[src/rtl/sprite_rom_pkg.sv]
// Shared types for the sprite ROM responder: FSM states, channel select, channel count.
package sprite_rom_pkg;

   typedef enum logic [1:0] {
      IDLE,
      ISSUE,
      WAIT
   } resp_state_t;

   typedef logic chan_sel_t;

   localparam int unsigned NUM_CH = 2;

endpackage

[src/rtl/sprite_rom_chan.sv]
// One requester channel: pending detect, ack toggle, data register and last-address hit entry.
module sprite_rom_chan
   import sprite_rom_pkg::*;
#(
   parameter int unsigned AW     = 16,
   parameter int unsigned DW     = 16,
   parameter bit          HIT_EN = 1'b1
) (
   input  logic          clk,
   input  logic          reset_n,
   input  logic          flush,
   input  logic          req,
   input  logic [AW-1:0] addr,
   input  logic          ack_tgl,
   input  logic          fill,
   input  logic [DW-1:0] fill_q,
   input  logic [AW-1:0] fill_addr,
   output logic          ack,
   output logic [DW-1:0] q,
   output logic          pending,
   output logic          hit
);

   logic          ack_q;
   logic [DW-1:0] q_q;
   logic [AW-1:0] last_addr_q;
   logic          valid_q;

   // Ack toggles once per served request; data and hit entry load only on a memory fill.
   always_ff @(posedge clk or negedge reset_n) begin
      if (!reset_n) begin
         ack_q       <= 1'b0;
         q_q         <= '0;
         last_addr_q <= '0;
         valid_q     <= 1'b0;
      end else begin
         if (ack_tgl) begin
            ack_q <= ~ack_q;
         end
         if (fill) begin
            q_q         <= fill_q;
            last_addr_q <= fill_addr;
         end
         // Flush wins over a completing fill so data fetched mid-download is never reused.
         if (flush) begin
            valid_q <= 1'b0;
         end else if (fill) begin
            valid_q <= 1'b1;
         end
      end
   end

   assign ack     = ack_q;
   assign q       = q_q;
   assign pending = req != ack_q;
   assign hit     = HIT_EN && valid_q && (addr == last_addr_q) && !flush;

endmodule

[src/rtl/sprite_rom_responder.sv]
// Two-channel toggle req/ack ROM fetch responder sharing one memory read port.
module sprite_rom_responder
   import sprite_rom_pkg::*;
#(
   parameter int unsigned AW     = 16,
   parameter int unsigned DW     = 16,
   parameter bit          HIT_EN = 1'b1
) (
   input  logic          clk,
   input  logic          reset_n,
   input  logic          flush,
   input  logic          ch0_req,
   input  logic [AW-1:0] ch0_addr,
   output logic          ch0_ack,
   output logic [DW-1:0] ch0_q,
   input  logic          ch1_req,
   input  logic [AW-1:0] ch1_addr,
   output logic          ch1_ack,
   output logic [DW-1:0] ch1_q,
   output logic          mem_rd,
   output logic [AW-1:0] mem_addr,
   input  logic          mem_ready,
   input  logic          mem_valid,
   input  logic [DW-1:0] mem_q,
   output logic          err
);

   logic [NUM_CH-1:0] pending;
   logic [NUM_CH-1:0] hit;
   logic [NUM_CH-1:0] ack_tgl;
   logic [NUM_CH-1:0] fill;

   resp_state_t   state_q;
   chan_sel_t     sel_q;
   chan_sel_t     rr_q;
   chan_sel_t     pick;
   logic          hit_q;
   logic          mem_rd_q;
   logic [AW-1:0] mem_addr_q;
   logic          err_q;

   sprite_rom_chan #(
      .AW     (AW),
      .DW     (DW),
      .HIT_EN (HIT_EN)
   ) u_chan0 (
      .clk       (clk),
      .reset_n   (reset_n),
      .flush     (flush),
      .req       (ch0_req),
      .addr      (ch0_addr),
      .ack_tgl   (ack_tgl[0]),
      .fill      (fill[0]),
      .fill_q    (mem_q),
      .fill_addr (mem_addr_q),
      .ack       (ch0_ack),
      .q         (ch0_q),
      .pending   (pending[0]),
      .hit       (hit[0])
   );

   sprite_rom_chan #(
      .AW     (AW),
      .DW     (DW),
      .HIT_EN (HIT_EN)
   ) u_chan1 (
      .clk       (clk),
      .reset_n   (reset_n),
      .flush     (flush),
      .req       (ch1_req),
      .addr      (ch1_addr),
      .ack_tgl   (ack_tgl[1]),
      .fill      (fill[1]),
      .fill_q    (mem_q),
      .fill_addr (mem_addr_q),
      .ack       (ch1_ack),
      .q         (ch1_q),
      .pending   (pending[1]),
      .hit       (hit[1])
   );

   // Arbitration: a lone pending channel wins; on contention the channel not served last wins.
   always_comb begin
      pick = pending[1];
      if (pending[0] && pending[1]) begin
         pick = ~rr_q;
      end
   end

   // Ack/fill strobes to the selected channel: delayed hit answer, or read data arriving in WAIT.
   always_comb begin
      ack_tgl = '0;
      fill    = '0;
      if (hit_q) begin
         ack_tgl[sel_q] = 1'b1;
      end
      if (state_q == WAIT && mem_valid) begin
         ack_tgl[sel_q] = 1'b1;
         fill[sel_q]    = 1'b1;
      end
   end

   // Service FSM, round-robin pointer, memory port registers and sticky error flag.
   always_ff @(posedge clk or negedge reset_n) begin
      if (!reset_n) begin
         state_q    <= IDLE;
         sel_q      <= 1'b0;
         rr_q       <= 1'b0;
         hit_q      <= 1'b0;
         mem_rd_q   <= 1'b0;
         mem_addr_q <= '0;
         err_q      <= 1'b0;
      end else begin
         hit_q <= 1'b0;
         case (state_q)
            IDLE: begin
               // The edge answering a hit does no arbitration, so the hit channel is not re-seen.
               if (hit_q) begin
                  rr_q <= sel_q;
               end else if (|pending) begin
                  sel_q <= pick;
                  if (hit[pick]) begin
                     hit_q <= 1'b1;
                  end else begin
                     mem_rd_q   <= 1'b1;
                     mem_addr_q <= pick ? ch1_addr : ch0_addr;
                     state_q    <= ISSUE;
                  end
               end
            end
            ISSUE: begin
               if (mem_ready) begin
                  mem_rd_q <= 1'b0;
                  state_q  <= WAIT;
               end
            end
            WAIT: begin
               if (mem_valid) begin
                  rr_q    <= sel_q;
                  state_q <= IDLE;
               end
            end
            default: state_q <= IDLE;
         endcase
         if (mem_valid && state_q != WAIT) begin
            err_q <= 1'b1;
         end
      end
   end

   assign mem_rd   = mem_rd_q;
   assign mem_addr = mem_addr_q;
   assign err      = err_q;

endmodule

[config.mk]
export PLATFORM = sky130hd
export DESIGN_NAME = sprite_rom_responder
export DESIGN_NICKNAME = d
export VERILOG_FILES = /design/src/rtl/sprite_rom_pkg.sv /design/src/rtl/sprite_rom_chan.sv /design/src/rtl/sprite_rom_responder.sv
export SDC_FILE = /design/constraint.sdc
export NUM_CORES = 1
export LEC_CHECK = 0
export BUFFER_PORTS_ARGS = -buffer_cell sky130_fd_sc_hd__buf_2
export CORE_ASPECT_RATIO = 0.6
export CORE_MARGIN = 2
export CORE_UTILIZATION = 53
export DETAILED_ROUTE_END_ITERATION = 12
export GPL_TIMING_DRIVEN = 0
export PLACE_DENSITY_LB_ADDON = 0.08
export SLEW_MARGIN = 30
export SYNTH_ARGS = -nofsm -noshare
export SYNTH_HDL_FRONTEND = slang
export SYNTH_SLANG_ARGS = --single-unit
[constraint.sdc]
create_clock -name clk -period 2.3 [get_ports clk]
set_input_delay 0.23 -clock clk [delete_from_list [all_inputs] [get_ports clk]]
set_output_delay 0.23 -clock clk [all_outputs]
set_load 0.005 [all_outputs]
==> reports/qor.yml, run 1 <==
cts_max_level: 3
max_slew_margin: 0.5011
finalHoldViolations: 0
outcome: "finished clean"
cp_data_required_time_ns: 2.53
timing_worst_setup_path_type: "reg -> reg"
skew_ns: 0.004581
setup-violations-final: 0
synth.most_common_cell: "dfrtp_1"
wirelength_um: 9140
via_per_inst: 5.277
ys_seq_area_frac: 0.5520
synthFlopType: "dfrtp_1"
clk_latency_ns: 0.34
syn_nets: 345
synth_top_cell_area_share: 0.5520
synth-xor-area-share: 0.07643
synth_compound_area_frac: 0.02244
area_growth_pct: 26.27
grt_overflow_total: 0
seq_area_um2: 2277
die_y_um: 72.34
synthMuxAreaShare: 0.2745
drive_above_1_share: 0.5649
grt_pass1_wl_um: 14670
synth_warnings: 0
clkSinkCount: 91
slew_viol_final: 0
crit_path_end_kind: "flop"
core_area_um2: 7387
drtIter0Drc: 158
hold_depth: 2
hpwl_um: 6816
port_buffers: 106
power_w: 0.007321
clockBufferDepth: 2
reg2reg_depth: 7
place_ws_ns: -0.3886
die_w_um: 117.9
synth-simple-area-share: 0.06096
die-area_um2: 8529
n_fill_cell: 557
synthTopCellsByArea: "dfrtp_1, mux2_2, xnor2_1, mux2_4, nand4_1"
initial_core_util: 0.5584
yosysTopAreaCell: "dfrtp_1"
synth_top_family_by_area: "multiplexers"
dpl_cell_area_um2: 4820
synth_fa_ha_area_frac: 0
peakVddDrop_uv: 755.0
synth_common_cells: "dfrtp_1, mux2_2, xnor2_1"
cts_tree: "done"
timing.max_cap.violations: 0
num_io_pins: 107
drc_errors: 0
worstPathArrival_ns: 2.39
power.density_nw_per_um2: 1406
ant_nets: 0
root_buffer: "clkbuf_16"
synthArstFlopShare: 1.000
ys_seq_elements: 91
worstPathMaxFanout: 6
finalCriticalPeriod_ns: 2.166
synth.distinct_cells: 32
period_share: 0.9416
netlist_instances: 290
synth.avg_cell_area_um2: 14.22
core.rowCount: 24
finalWorstSetupSlack_ns: 0.1343
num_antenna_cells: 0
synthesis.area_um2: 4125
p_leak_nw: 2.384
grt_pass1_vias: 2858
finalNetCount: 466
synth-edff-count: 0
critPathLaunchType: "flop"
num_vias: 2744
multi_input_area_um2: 1823
hold_path.class: "in -> reg"
wl_per_cell_um: 17.58
grt_max_degree: 48
final_area_um2: 5209
firstDrtPassIters: 4
utilization: 0.7051
worst_pin_slew_ns: 0.7405
rsz0062_at_grt: "false"
grt_use_total: 0.2300
antenna_found_initial: 0
cts_buffers: 9
max_freq_ghz: 0.4617
finalSetupTns_ns: 0
gp_congestion: 0.8825
clkTransAtPathRegs_ns: 0.06
==> final timing paths <==
kind	start	to	slack (ns)
max in group asynchronous	reset_n	u_chan1.q[10]	1.34
worst min-delay path	flush	u_chan0.valid_q	0.09
worst max register to register	u_chan0.ack	mem_addr[4]	0.13
worst max-delay path	u_chan0.ack	mem_addr[4]	0.13
worst min register to register	err	err	0.46
min in group asynchronous	reset_n	u_chan1.last_addr_q[8]	0.38
==> metrics by stage <==
step	hold WS, ns	instances
6_report	0.09452	520
3_3_place_gp	0.4327	500
5_1_grt	0.1014	520
3_5_place_dp	0.1864	501
2_1_floorplan	-0.06559	290
4_1_cts	0.08773	519
==> cells by family after synthesis <==
logic type,Yosys count
and+or+nand+nor,43
muxes,98
DFF,91
buffers and inverters,11
xor gates and xnor gates,36
AOI/OAI and AO/OA,11
==> cells in the final DEF (no fill, tap or decap), types with 2 or more instances in the layout <==
cell type and n:
buf_4 3, mux2_2 89, xnor2_1 31, buf_2 105, nor4_1 3, o21ai_0 4, clkbuf_2 2, mux2_4 8
clkbuf_16 9, clkinvlp_4 2, nand2_1 5, clkinv_4 2, nand3b_1 2, bufinv_16 2, dfrtp_1 91, inv_1 2
buf_1 3, nand4_1 9, xor2_2 2, buf_6 3, nand3_1 4, xor2_1 3, nor2_1 11
==> timing repair <==
item	CTS	global route
setup buffers	2	1
hold endpoints to repair	44	0
pin swaps	1	2
setup endpoints to repair	47	33
gates resized for setup	2	7
hold buffers	1	0
==> layer usage <==
layer  routed length, um  share of wire  up-vias  track usage
li1                    -              -     1280            -
met1                4326           0.47     1367       0.3223
met2                4085           0.45       86       0.3456
met4                 112          0.012        0      0.07229
met3                 615          0.067       11      0.07311
met5                   0              0        -            0
==> where the power goes <==
group | internal (W) | switching [W] | leakage, nW | total [W]
combinational | 0.00164 | 0.00119 | 1.12 | 0.00283
clock | 0.000958 | 0.000622 | 0.152 | 0.00158
sequential | 0.00238 | 0.000533 | 1.11 | 0.00291
==> registers in the layout, indices dropped and copies added, names as in the netlist, 2 cells and up <==
signal	count
mem_addr	16
u_chan0.last_addr_q	16
u_chan0.q	16
u_chan1.last_addr_q	16
u_chan1.q	16
state_q	2
==> area by class of cell <==
class	instances	share of cell area
tap	104	0.02498
clock inverter	7	0.01946
inverter	2	0.001441
multi-input combinational	188	0.3500
timing repair buffer	111	0.1146
sequential	91	0.4372
buffer	8	0.009128
clock buffer	9	0.04324
==> worst max-delay path, stage by stage, from the launching register on <==
cell and delay [ns]:
dfrtp_1 0.42, xor2_2 0.18, buf_4 0.15, a21boi_4 0.24
nor4_1 0.13, a221oi_4 0.35, buf_4 0.24, mux2_2 0.35
Power figures use the tool's default switching activity.
==> inputs of run 2 (changes only) <==
==> constraint.sdc (replaced) <==
create_clock -name clk -period 2.3 [get_ports clk]
set_input_delay 0.23 -clock clk [delete_from_list [all_inputs] [get_ports clk]]
set_output_delay 0.23 -clock clk [all_outputs]
set_load 0.05 [all_outputs]
==> reports/qor.yml, run 2 (synthesized netlist as in run 1, its figures left out) <==
outcome: "finished clean"
ff2ff_setup_slack_ns: 0.12  # -0.02 ns
worst_pin_slew_ns: 0.7576  # +0.01710 ns
reg2reg_to: "mem_addr[5]"
clk_latency_ns: 0.33  # about the same
place_ws_ns: -0.3374  # +0.05120 ns
port_buffers: 106  # unchanged
rsz0062_at_grt: "false"
max_slew_margin: 0.4896  # -0.01152
period_share: 0.9484  # +0.006765
finalSetupTns_ns: 0  # unchanged
drive_above_1_share: 0.5580  # -0.006933
clkTransAtPathRegs_ns: 0.06  # about the same
utilization: 0.6946  # -0.01050
timing.max_cap.violations: 0  # unchanged
p_leak_nw: 2.356  # -1.2%
die_w_um: 117.9  # unchanged
peakVddDrop_uv: 1002  # +33%
clkSinkCount: 91  # unchanged
num_antenna_cells: 0  # unchanged
final_cell_mix: "buf_2, dfrtp_1, mux2_2, xnor2_1, nor2_1"
die_y_um: 72.34  # unchanged
core.rowCount: 24  # unchanged
ant_nets: 0  # unchanged
grt_use_total: 0.2283  # -0.001656
grt_max_degree: 53  # +10%
slew_viol_final: 0  # unchanged
grt_overflow_total: 0  # unchanged
wirelength_um: 9189  # +0.54%
finalNetCount: 465  # -0.21%
final_common_cell: "buf_2"
r2r-start: "u_chan0.ack"
power.density_nw_per_um2: 1693  # +20%
drc_errors: 0  # unchanged
core_area_um2: 7387  # unchanged
firstDrtPassIters: 5  # +1
hold_depth: 2  # unchanged
hold_path.class: "in -> reg"
die-area_um2: 8529  # unchanged
drtIter0Drc: 114  # -28%
setup-violations-final: 0  # unchanged
num_io_pins: 107  # unchanged
holdPathEnd: "u_chan0.valid_q"
crit_path_end_kind: "flop"
initial_core_util: 0.5584  # unchanged
finalWorstSetupSlack_ns: 0.1187  # -0.01556 ns
grt_pass1_wl_um: 14790  # +0.80%
worstHoldStart: "flush"
worstPathMaxFanout: 18  # +12
area_growth_pct: 24.39
via_per_inst: 5.359  # +1.6%
antenna_found_initial: 0  # unchanged
cts_tree: "done"
power_w: 0.008686  # +19%
critPathLaunchType: "flop"
hpwl_um: 6809  # about the same
clockBufferDepth: 2  # unchanged
finalHoldViolations: 0  # unchanged
worstPathArrival_ns: 2.40  # about the same
cts_buffers: 9  # unchanged
wl_per_cell_um: 17.74  # +0.92%
finalCriticalPeriod_ns: 2.181  # +0.01556 ns
grt_pass1_vias: 2923  # +2.3%
skew_ns: 0.004431  # -0.0001494 ns
cp_data_required_time_ns: 2.52  # about the same
num_vias: 2776  # +1.2%
root_buffer: "clkbuf_16"
gp_congestion: 0.9166  # +3.9%
cts_max_level: 3  # unchanged
reg2reg_depth: 7  # unchanged
timing_worst_setup_path_type: "reg -> reg"
max_freq_ghz: 0.4584  # -0.71%
## run 2: layer usage
metal | track usage | routed length (um) | share of wire | up-vias
met2 | 0.3534 | 4228 | 0.46 | 118
met4 | 0.06827 | 108 | 0.012 | 0
met5 | 0 | 0 | 0 | -
met1 | 0.3079 | 4067 | 0.44 | 1371
met3 | 0.08097 | 784 | 0.085 | 11
li1 | - | - | - | 1276
## run 2: worst max path at each step
stage               slack [ns]                     end  cells after the start              startpoint
floorplan                0.008            mem_addr[10]                      6             u_chan0.ack
global placement         -0.32            mem_addr[13]                      6             u_chan1.ack
detailed placement       -0.34             mem_addr[9]                      6             u_chan1.ack
CTS                       0.09  u_chan0.last_addr_q[5]                      4              state_q[0]
global route             0.001            mem_addr[10]                      6  u_chan0.last_addr_q[8]
finish                    0.12             mem_addr[5]                      7             u_chan0.ack
## run 2: through the flow
stage / area (um^2) / cells / hold WS [ns]
floorplan: 4126 / 290 / -0.06559
global placement: 4787 / 500 / 0.4324
detailed placement: 4813 / 501 / 0.2102
CTS: 5120 / 518 / 0.1012
global route: 5131 / 518 / 0.1054
finish: 5131 / 518 / 0.1135
## run 2: report_power, final
group / switching (W) / internal (W)
registers: 0.000531 / 0.00238
clock network: 0.000561 / 0.000833
logic: 0.00275 / 0.00163
## run 2: critical path, cell delays in order, from the launching register on
cell,delay (ns)
dfrtp_1,0.40
xor2_1,0.29
a21bo_1,0.18
buf_6,0.22
nor4_4,0.08
a221oi_4,0.32
buf_4,0.22
mux2_2,0.34
## run 2: final cells by class
cell class                 instances  area [um^2]
inverter                           2        7.507
multi-input combinational        188         1808
clock buffer                      12        236.5
clock inverter                     3        40.04
sequential                        91         2278
tap                              104        130.1
buffer                             8        48.80
fill                             572         2256
timing repair buffer             110        581.8
## run 2: repair_timing
action | 4_1_cts | 5_1_grt
endpoints found under the hold margin | 51 | 0
gates resized for setup | 2 | 7
buffers inserted | 2 | 0
cloned | 0 | 0
pin swaps | 1 | 0
endpoints found under the setup margin | 47 | 24
hold buffers | 1 | 0
==> inputs of run 3 (changes only) <==
CORE_UTILIZATION = 35   (was 53)
SYNTH_HIERARCHICAL = 1   (was default)
clock period = 2.5 ns   (was 2.3 ns; I/O delays follow)
==> reports/qor.yml, run 3 <==
final_cell_mix: "buf_2, dfrtp_1, mux2_2, xor2_1, mux2i_1"
synth_top_cell_area_share: 0.5617  # +0.009711
outcome: "finished clean"
antenna_found_initial: 0  # unchanged
final_common_cell: "buf_2"
period_share: 0.9593  # +0.01089
critPathSlowestCell: "dfrtp_1"
num_io_pins: 107  # unchanged
ant_nets: 0  # unchanged
critPathBufInv: 3  # +1
drive_above_1_share: 0.5141  # -0.04389
rsz0062_at_grt: "true"
power.density_nw_per_um2: 1570  # -7.3%
finalWorstSetupSlack_ns: 0.1018  # -0.01690 ns
root_buffer: "clkbuf_16"
clkTransAtPathRegs_ns: 0.06  # about the same
crit_chain: "xor2_1 -> nor4_2 -> nand4_1 -> nor4_4 -> inv_1 -> a32o_1 -> buf_6 -> buf_12 -> a21oi_1 -> a31oi_1"
area_growth_pct: 28.24
clk_latency_ns: 0.34  # about the same
critPathLaunchType: "flop"
yosysTopAreaCell: "dfrtp_1"
die_w_um: 142.9  # +21%
via_per_inst: 4.790  # -11%
die_y_um: 87.37  # +21%
finalHoldViolations: 0  # unchanged
ys_seq_elements: 91  # unchanged
grt_max_degree: 69  # +30%
crit_path_end_kind: "flop"
initial_core_util: 0.3588  # -0.1996
hold_path.class: "in -> reg"
num_antenna_cells: 0  # unchanged
fin_hold_ws_ns: 0.1140  # +0.0005770 ns
grt_pass1_wl_um: 16550  # +12%
multi_input_area_um2: 1734  # -4.1%
worst_pin_slew_ns: 0.6850  # -0.07269 ns
syn_nets: 356  # +3.2%
hpwl_um: 7797  # +15%
grt_use_total: 0.1801  # -0.04824
place_ws_ns: -0.02166  # +0.3158 ns
worstPathArrival_ns: 2.59  # +0.19 ns
skew_ns: 0.007675  # +0.003244 ns
cp_slowest_stage_delay_ns: 0.39  # about the same
port_buffers: 106  # unchanged
max_freq_ghz: 0.4170  # -9.0%
drtIter0Drc: 174  # +53%
synth_warnings: 6  # +6
core.rowCount: 30  # +25%
worstPathMaxFanout: 10  # -8
seq_area_um2: 2277  # about the same
synthTopCellsByArea: "dfrtp_1, mux2_2, xor2_1, mux2i_1, a31oi_1"
slew_viol_final: 0  # unchanged
cts_tree: "done"
cts_max_level: 3  # unchanged
firstDrtPassIters: 4  # -1
synth_common_cells: "dfrtp_1, mux2_2, xor2_1"
utilization: 0.4601  # -0.2345
netlist_instances: 301  # +3.8%
p_leak_nw: 2.371  # +0.64%
grt_pass1_vias: 2905  # -0.62%
clockBufferDepth: 2  # unchanged
max_slew_margin: 0.5409  # +0.05131
drc_errors: 0  # unchanged
wirelength_um: 10720  # +17%
numPlacedInstances: 568  # +13%
crit_family: "simple AND/OR/NAND/NOR gates"
cp_data_required_time_ns: 2.69  # +0.17 ns
finalNetCount: 477  # +2.6%
wl_per_cell_um: 18.30  # +3.1%
synth.most_common_cell: "dfrtp_1"
ys_seq_area_frac: 0.5617  # +0.009711
synthArstFlopShare: 1.000  # unchanged
num_vias: 2807  # +1.1%
core_area_um2: 11300  # +53%
cts_buffers: 9  # unchanged
synthFlopType: "dfrtp_1"
grt_overflow_total: 0  # unchanged
gp_congestion: 0.7689  # -16%
synthesis.area_um2: 4054  # -1.7%
timing_worst_setup_path_type: "reg -> reg"
finalCriticalPeriod_ns: 2.398  # +0.2169 ns
setup-violations-final: 0  # unchanged
n_fill_cell: 1066  # +86%
die-area_um2: 12490  # +46%
timing.max_cap.violations: 0  # unchanged
synth-edff-count: 0  # unchanged
synth.avg_cell_area_um2: 13.47  # -5.3%
clkSinkCount: 91  # unchanged
synth.distinct_cells: 27  # -16%
fin_cells: 586  # +13%
peakVddDrop_uv: 674.6  # -33%
## run 3: cells by family (layout without fill, tap and decap cells)
| group | count (synthesis) | in the layout | synth area share |
|---|---|---|---|
| flip-flops | 91 | 91 | 0.5617 |
| buffers and inverters | 19 | 144 | 0.02870 |
| AO/OA/AOI/OAI | 41 | 41 | 0.06173 |
| AND/OR/NAND/NOR | 32 | 32 | 0.04753 |
| multiplexers | 82 | 82 | 0.2225 |
| XOR/XNOR | 36 | 36 | 0.07778 |
## run 3: power by group
| part | switching [W] | internal [W] |
|---|---|---|
| sequential | 0.000518 | 0.00219 |
| clock | 0.000541 | 0.000691 |
| combinational | 0.00276 | 0.00145 |
## run 3: timing repair
| item | CTS | global route |
|---|---|---|
| pin swaps | 1 | 3 |
| resized for setup | 3 | 17 |
| hold buffers | 1 | 0 |
| gates cloned | 0 | 0 |
| setup endpoints to repair | 13 | 18 |
| buffers inserted | 0 | 2 |
| hold endpoints to repair | 23 | 0 |
## run 3: cell type report
type	instances	area share
buffer	17	0.02479
tap	160	0.03851
clock inverter	3	0.002888
multi-input combinational	191	0.3336
clock buffer	12	0.04741
inverter	2	0.001444
timing repair buffer	110	0.1134
sequential	91	0.4380
## run 3: metal layers
metal,up-vias,wire [um],share of wire,GRT usage
met5,-,0,0,0
met4,0,134,0.012,0.04050
met3,11,698,0.065,0.05607
met2,81,4403,0.41,0.2458
met1,1398,5484,0.51,0.2757
li1,1317,-,-,-
## run 3: final timing paths
path	cells past startpoint	to	slack, ns	start
max in group asynchronous	3	u_chan0/q[3]	1.54	reset_n
hold / removal	2	u_chan0/valid_q	0.11	flush
min in group asynchronous	2	u_chan0/ack	0.34	reset_n
setup / recovery	10	mem_addr[0]	0.10	u_chan1/last_addr_q[13]
setup reg to reg	10	mem_addr[0]	0.10	u_chan1/last_addr_q[13]
hold reg to reg	1	err	0.46	err
## run 3: stage by stage
step	instance area, um^2	TNS, ns	power [W]
3_3_place_gp	4785	-0.002174	0.006649
4_1_cts	5109	0	0.008028
5_1_grt	5199	-0.5552	0.008628
3_5_place_dp	4818	-0.05252	0.006751
6_report	5199	0	0.008161
2_1_floorplan	4054	0	0.005648
